**src/rtl/wb_stage.sv**
```systemverilog
// Writeback stage of the in-order RV64 core: one registered slot between the memory
// stage and the register file, with load formatting, a bypass port and a retire counter.
module wb_stage #(
  parameter int unsigned XLEN = 64
) (
  input  logic            clk,
  input  logic            rst,
  input  logic            in_valid,
  output logic            in_ready,
  input  logic [XLEN-1:0] in_pc,
  input  logic [4:0]      in_rd,
  input  logic            in_rd_wen,
  input  logic            in_is_load,
  input  logic [2:0]      in_funct3,
  input  logic [2:0]      in_addr_lo,
  input  logic [XLEN-1:0] in_result,
  input  logic [XLEN-1:0] in_mem_rdata,
  input  logic            wb_hold,
  output logic [4:0]      w_addr,
  output logic [XLEN-1:0] w_data,
  output logic            w_ena,
  output logic            fwd_valid,
  output logic [4:0]      fwd_rd,
  output logic [XLEN-1:0] fwd_data,
  output logic            commit_valid,
  output logic [XLEN-1:0] commit_pc,
  output logic            load_fmt_err,
  output logic [63:0]     instret
);

  localparam int unsigned RW = 5;
  localparam int unsigned CW = 64;

  typedef struct packed {
    logic [XLEN-1:0] pc;
    logic [RW-1:0]   rd;
    logic            rd_wen;
    logic [XLEN-1:0] data;
    logic            fmt_err;
  } slot_t;

  logic            r_valid;
  slot_t           r_slot;
  logic [CW-1:0]   r_instret;

  logic            w_capture;
  logic            w_commit;
  logic            w_rd_live;
  logic [7:0]      w_byte;
  logic [15:0]     w_half;
  logic [31:0]     w_word;
  logic [XLEN-1:0] w_load_data;
  logic            w_load_err;
  slot_t           w_next;

  // Slot accepts when empty or when its occupant retires this cycle.
  assign in_ready  = !r_valid || !wb_hold;
  assign w_capture = in_valid && in_ready;
  assign w_commit  = r_valid && !wb_hold;
  assign w_rd_live = r_slot.rd_wen && (r_slot.rd != '0);

  // Lane select ignores address bits below the access size.
  always_comb begin : load_fmt
    w_byte      = 8'(in_mem_rdata >> {in_addr_lo, 3'b000});
    w_half      = 16'(in_mem_rdata >> {in_addr_lo[2:1], 4'b0000});
    w_word      = 32'(in_mem_rdata >> {in_addr_lo[2], 5'b00000});
    w_load_data = '0;
    w_load_err  = 1'b0;
    case (in_funct3)
      3'b000:  w_load_data = {{(XLEN-8){w_byte[7]}}, w_byte};
      3'b100:  w_load_data = {{(XLEN-8){1'b0}}, w_byte};
      3'b001:  w_load_data = {{(XLEN-16){w_half[15]}}, w_half};
      3'b101:  w_load_data = {{(XLEN-16){1'b0}}, w_half};
      3'b010:  w_load_data = {{(XLEN-32){w_word[31]}}, w_word};
      3'b110:  w_load_data = {{(XLEN-32){1'b0}}, w_word};
      3'b011:  w_load_data = in_mem_rdata;
      default: w_load_err  = 1'b1;
    endcase
  end

  always_comb begin : next_slot
    w_next         = '0;
    w_next.pc      = in_pc;
    w_next.rd      = in_rd;
    w_next.rd_wen  = in_rd_wen;
    w_next.data    = in_is_load ? w_load_data : in_result;
    w_next.fmt_err = in_is_load && w_load_err;
  end

  // Capture and commit in the same cycle replaces the occupant without a bubble.
  always_ff @(posedge clk or negedge rst) begin : slot_reg
    if (!rst) begin
      r_valid <= 1'b0;
      r_slot  <= '0;
    end else if (w_capture) begin
      r_valid <= 1'b1;
      r_slot  <= w_next;
    end else if (w_commit) begin
      r_valid <= 1'b0;
    end
  end

  always_ff @(posedge clk or negedge rst) begin : instret_reg
    if (!rst) begin
      r_instret <= '0;
    end else if (w_commit) begin
      r_instret <= r_instret + CW'(1);
    end
  end

  assign w_addr       = r_slot.rd;
  assign w_data       = r_slot.data;
  assign w_ena        = w_commit && w_rd_live;
  assign fwd_valid    = r_valid && w_rd_live;
  assign fwd_rd       = r_slot.rd;
  assign fwd_data     = r_slot.data;
  assign commit_valid = w_commit;
  assign commit_pc    = r_slot.pc;
  assign load_fmt_err = w_commit && r_slot.fmt_err;
  assign instret      = r_instret;

endmodule

```
**config.mk**
```make
export PLATFORM = sky130hd
export DESIGN_NAME = wb_stage
export DESIGN_NICKNAME = d
export VERILOG_FILES = /design/src/rtl/wb_stage.sv
export SDC_FILE = /design/constraint.sdc
export NUM_CORES = 1
export LEC_CHECK = 0
export ABC_AREA = 1
export CAP_MARGIN = 20
export CORE_AREA = 8 8 182 184
export DETAILED_ROUTE_END_ITERATION = 8
export DIE_AREA = 0 0 190 192
export GPL_TIMING_DRIVEN = 0
export PLACE_DENSITY = 0.81
export SYNTH_ARGS = -nofsm -noshare
export SYNTH_HDL_FRONTEND = slang
export SYNTH_SLANG_ARGS = --single-unit
export TNS_END_PERCENT = 30
```
**constraint.sdc**
```tcl
create_clock -name clk -period 2.05 [get_ports clk]
set_input_delay 0.3075 -clock clk [delete_from_list [all_inputs] [get_ports clk]]
set_output_delay 0.3075 -clock clk [all_outputs]
set_load 0.01 [all_outputs]
```
Word-level counts from Yosys, hierarchy flattened --
Index checks and enable logic that the tools add are counted.
Storage, ports and cells: memory bits (writable) 0, latch bits 0, bits in read-only memories 0, memories kept 0, bits of input ports 209, bits in registers 200, output and inout bits 271
Operators by class: shift operators 3, reductions and logical operators 14, bitwise gates (word level) 0, multiply operators 0, divide/modulo/power cells 0, $lt $le $gt $ge 0, muxes and demuxes 5, eq/ne operators 6, $add $sub $neg 1
Operators by type and width (number):
- 64-bit case mux with 7 select lines | 1
- 64-bit by 1-bit adder with 64-bit output (second input constant) | 1
- 64-bit 2-to-1 mux | 1
- 64-bit by 6-bit >> shifter with 16-bit output | 1
- 64-bit by 6-bit >> shifter with 32-bit output | 1
- 64-bit by 6-bit >> shifter with 8-bit output | 1
- 3-bit equality test (second input constant) | 3
- 1-bit logical AND | 7
- 7-bit OR reduction | 1
- 3-bit by 2-bit equality test with 1-bit output (second input constant) | 2
- 5-bit nonzero test | 1
- 3-bit by 1-bit equality test with 1-bit output (second input constant) | 1
- 3-bit logical NOT | 1
- 1-bit 2-to-1 mux | 3
- 1-bit logical NOT | 2
- 2-bit nonzero test | 1
- 1-bit logical OR | 1

Longest topological paths before layout --
depth after elaboration 4, mapped depth 12

Worst setup path after synthesis --
No wires, ideal clock.
path type flip-flop to flip-flop, start register r_instret[0] (netlist: instret[0]), end register r_instret[44] (netlist: instret[44]), buffers on the path 0, arrival 1557 ps, period minus slack after synthesis 1683 ps, data required time 1924 ps, cell stages (with the launch flop) 10, setup slack 367 ps, cell sequence dfrtp_1 ha_1 inv_1 nor2_4 nand2_2 nor2_4 nand3b_4 nor2_4 nand2_2 xnor2_1
Between the ends: cells in the longest elaborated chain, start to end 1
RTL lines:
- from (decl) | RTL line 44 | logic [CW-1:0] r_instret;
- from (signal assigned) | RTL line 107 | r_instret <= r_instret + CW'(1);
- 64-bit by 1-bit adder with 64-bit output | RTL line 107
No other way between the ends. A chain may end at the register's enable or synchronous reset.

Worst setup path after layout --
start register r_valid, end output commit_valid
Between the ends: cells in the longest elaborated chain, start to end 1
RTL lines:
- from (decl) | RTL line 42 | logic r_valid;
- from (signal assigned) | RTL line 93 | r_valid <= 1'b0;
- from (signal assigned) | RTL line 96 | r_valid <= 1'b1;
- from (signal assigned) | RTL line 99 | r_valid <= 1'b0;
- 1-bit logical AND | RTL line 59 | assign w_commit = r_valid && !wb_hold;
- to (decl) | RTL line 25 | output logic commit_valid,
No other way between the ends.

==> results.json <==
{
  "status": "finished, final reports clean",
  "max_freq_ghz": 0.506,
  "whs_path_depth": 3,
  "design.core.area_mm2": 0.0302,
  "drt-total-wl_um": 56200,
  "crit_chain": "inv_1 > nor2_4 > clkdlybuf4s50_1",
  "setup_violations": 0,
  "syn_to_final_growth_pct": 45.1,
  "powerDensity_mw_per_mm2": 682,
  "final_common_cell": "nand2_1",
  "synthAdderAreaFrac_pct": 0.0938,
  "ir_worst_vdd_mv": 0.588,
  "synth_top_family_by_area": "simple AND/OR/NAND/NOR gates",
  "cp-end-kind": "output pin",
  "routed.top_layer": "met5",
  "cts_root_buffer": "clkbuf_16",
  "maxSlewViolCount": 0,
  "wl_met3_um": 4960,
  "postSynthAreaPerCell_um2": 6.97,
  "skew_ps": 17.3,
  "grt_max_degree": 121,
  "max_stage_delay_ps": 590,
  "first_global_vias": 14700,
  "path_class": "reg -> out",
  "ios": 480,
  "crit_required_ps": 1740,
  "critPathSlowestCell": "clkdlybuf4s50_1",
  "cts_buffer_depth": 2,
  "overflow": 0,
  "portBuffers": 478,
  "ys_ff_latch": 200,
  "fp.dieArea_mm2": 0.0365,
  "final_cell_mix": "nand2_1 (612), clkdlybuf4s50_1 (469), buf_4 (215)",
  "synth_compound_area_share_pct": 10.6,
  "syn-instance-count": 1915,
  "fin_crit_sh_pct": 96.4,
  "post_dp_cell_area_mm2": 0.0187,
  "synthXorXnorAreaFrac_pct": 2.82,
  "antenna_left": 0,
  "first_iter_violations": 1288,
  "dp_cells": 2790,
  "dr_total_vias": 14500,
  "yosys-mux-area-fraction_pct": 0,
  "design_area_mm2": 0.0194,
  "dp_hpwl_um": 45500,
  "yosysTopAreaCell": "dfrtp_1",
  "via_per_inst": 5.13,
  "multi_input_area_mm2": 0.00595,
  "drive_gt1_share_pct": 13.5,
  "worstPathArrival_ps": 1670,
  "ff_latch_area_mm2": 0.00501,
  "p_leak_uw": 0.00903,
  "ff2ff_path_depth": 10,
  "yosysSeqAreaShare_pct": 37.5,
  "dr.pass1.iters": 6,
  "fp.dieW_um": 190,
  "final.min_clock_period_ps": 1980,
  "routedWlPerCell_um": 19.9,
  "final_cell_count_no_fill": 2826,
  "synth_nets": 2125,
  "syn_area_mm2": 0.0133,
  "path_clk_slew_ps": 90,
  "nFillCells": 2701,
  "fp.dieH_um": 192,
  "synth_top_area_share_pct": 37.5,
  "clock_sinks": 200,
  "wl_met2_um": 26600,
  "max_slew_margin_pct": 32.0,
  "clock_latency_ps": 440,
  "gp_congestion": 1.01,
  "antenna_found_initial": 4,
  "h-tree-depth": 4,
  "fin_util_pct": 64.1,
  "grt_pass1_wl_um": 84900,
  "synthSimpleGateAreaFrac_pct": 30.8,
  "worstSetupStartpointType": "flop",
  "hp-class": "in -> reg",
  "yosys-top-cells-area": "dfrtp_1 (38%), nand2_1 (17%), buf_4 (12%)",
  "nets": 2625,
  "hold_violations": 0,
  "worstMarginPinSlew_ps": 1020,
  "cts_buffers": 17,
  "yosys_warnings": 0,
  "cts_tree": "built",
  "holdWs_ps": 389,
  "rows": 64,
  "cp_max_fo": 4,
  "grt_usage_pct": 30.1,
  "cap_violations": 0,
  "post-route-drc-count": 0,
  "wl_met1_um": 21900,
  "synth.distinct_cells": 38,
  "floorplan.initialDensity_pct": 44.2
}
## cell type report
type                    instances  area share [%]
clock inverters                14           0.905
diodes                          2          0.0259
well taps                     396            2.56
repair buffers                484            25.1
clock buffers                  18            2.27
inverters                     131            2.56
plain buffers                 283            9.99
multi-input cells            1298            30.7
flip-flops and latches        200            25.9
## worst paths after layout
path                            slack [ps]                    start                   endpoint
worst max-delay path                    70      r_valid$_DFFE_PN0P_               commit_valid
worst min-delay path                   390                in_pc[29]  commit_pc[29]$_DFFE_PN0P_
worst max register to register         130   instret[0]$_DFFE_PN0P_    instret[52]$_DFFE_PN0P_
worst min register to register         470  instret[63]$_DFFE_PN0P_    instret[63]$_DFFE_PN0P_
max in group asynchronous              570                      rst      fwd_rd[4]$_DFFE_PN0P_
min in group asynchronous              430                      rst   fwd_data[14]$_DFFE_PN0P_
## metal layers
layer / vias to the layer above / global-route usage [%]
met5: - / 0
met4: 4 / 14.6
met3: 136 / 7.32
met2: 722 / 49.9
met1: 6780 / 36.3
li1: 6859 / -
## cells by family (layout without fill, tap and decap cells)
logic type      after synthesis  in the layout
xor+xnor                     43             43
simple gates                988            988
compound gates              266            266
buf+inv                     417            930
flops                       200            200
other cells                   0              2
fa+ha+maj                     1              1
## cells in the mapped netlist (all sizes together)
cell,instances
nor4,1
a21oi,165
nor3,13
o21ai,63
or2,1
clkinv,1
nor3b,1
nand2,618
nand3,124
a22oi,5
xnor2,26
inv,130
buf,244
o211ai,25
nor2,215
o22ai,7
xor2,17
nand4,9
dfrtp,200
o41ai,1
clkbuf,42
nand3b,5
ha,1
and2,1
## stage by stage
stage | TNS (ps) | setup WS (ps) | power (µW)
after floorplan | 0 | 367 | 7070
after global placement | -1635260 | -7930 | 9590
after detailed placement | -57420 | -814 | 9660
after CTS | -71.9 | -50.6 | 13300
after global routing | -6.90 | -4.27 | 13800
final | 0 | 74.2 | 13200
## report_power, final
group	internal [µW]	switching [µW]
sequential	4400	460
clock	1800	1790
combinational	2680	2060
## critical path: cells and delay by family (launching register included)
kind | cells | cell delay, ps
buf+inv | 2 | 690
simple gates | 1 | 120
flops | 1 | 440
## timing repair
item | CTS | global route
buffers inserted | 1 | 3
setup endpoints to repair | 11 | 61
pin swaps | 1 | 2
resized for setup | 8 | 25
hold buffers | 1 | 0
hold endpoints to repair | 80 | 0
Power figures use the tool's default switching activity.
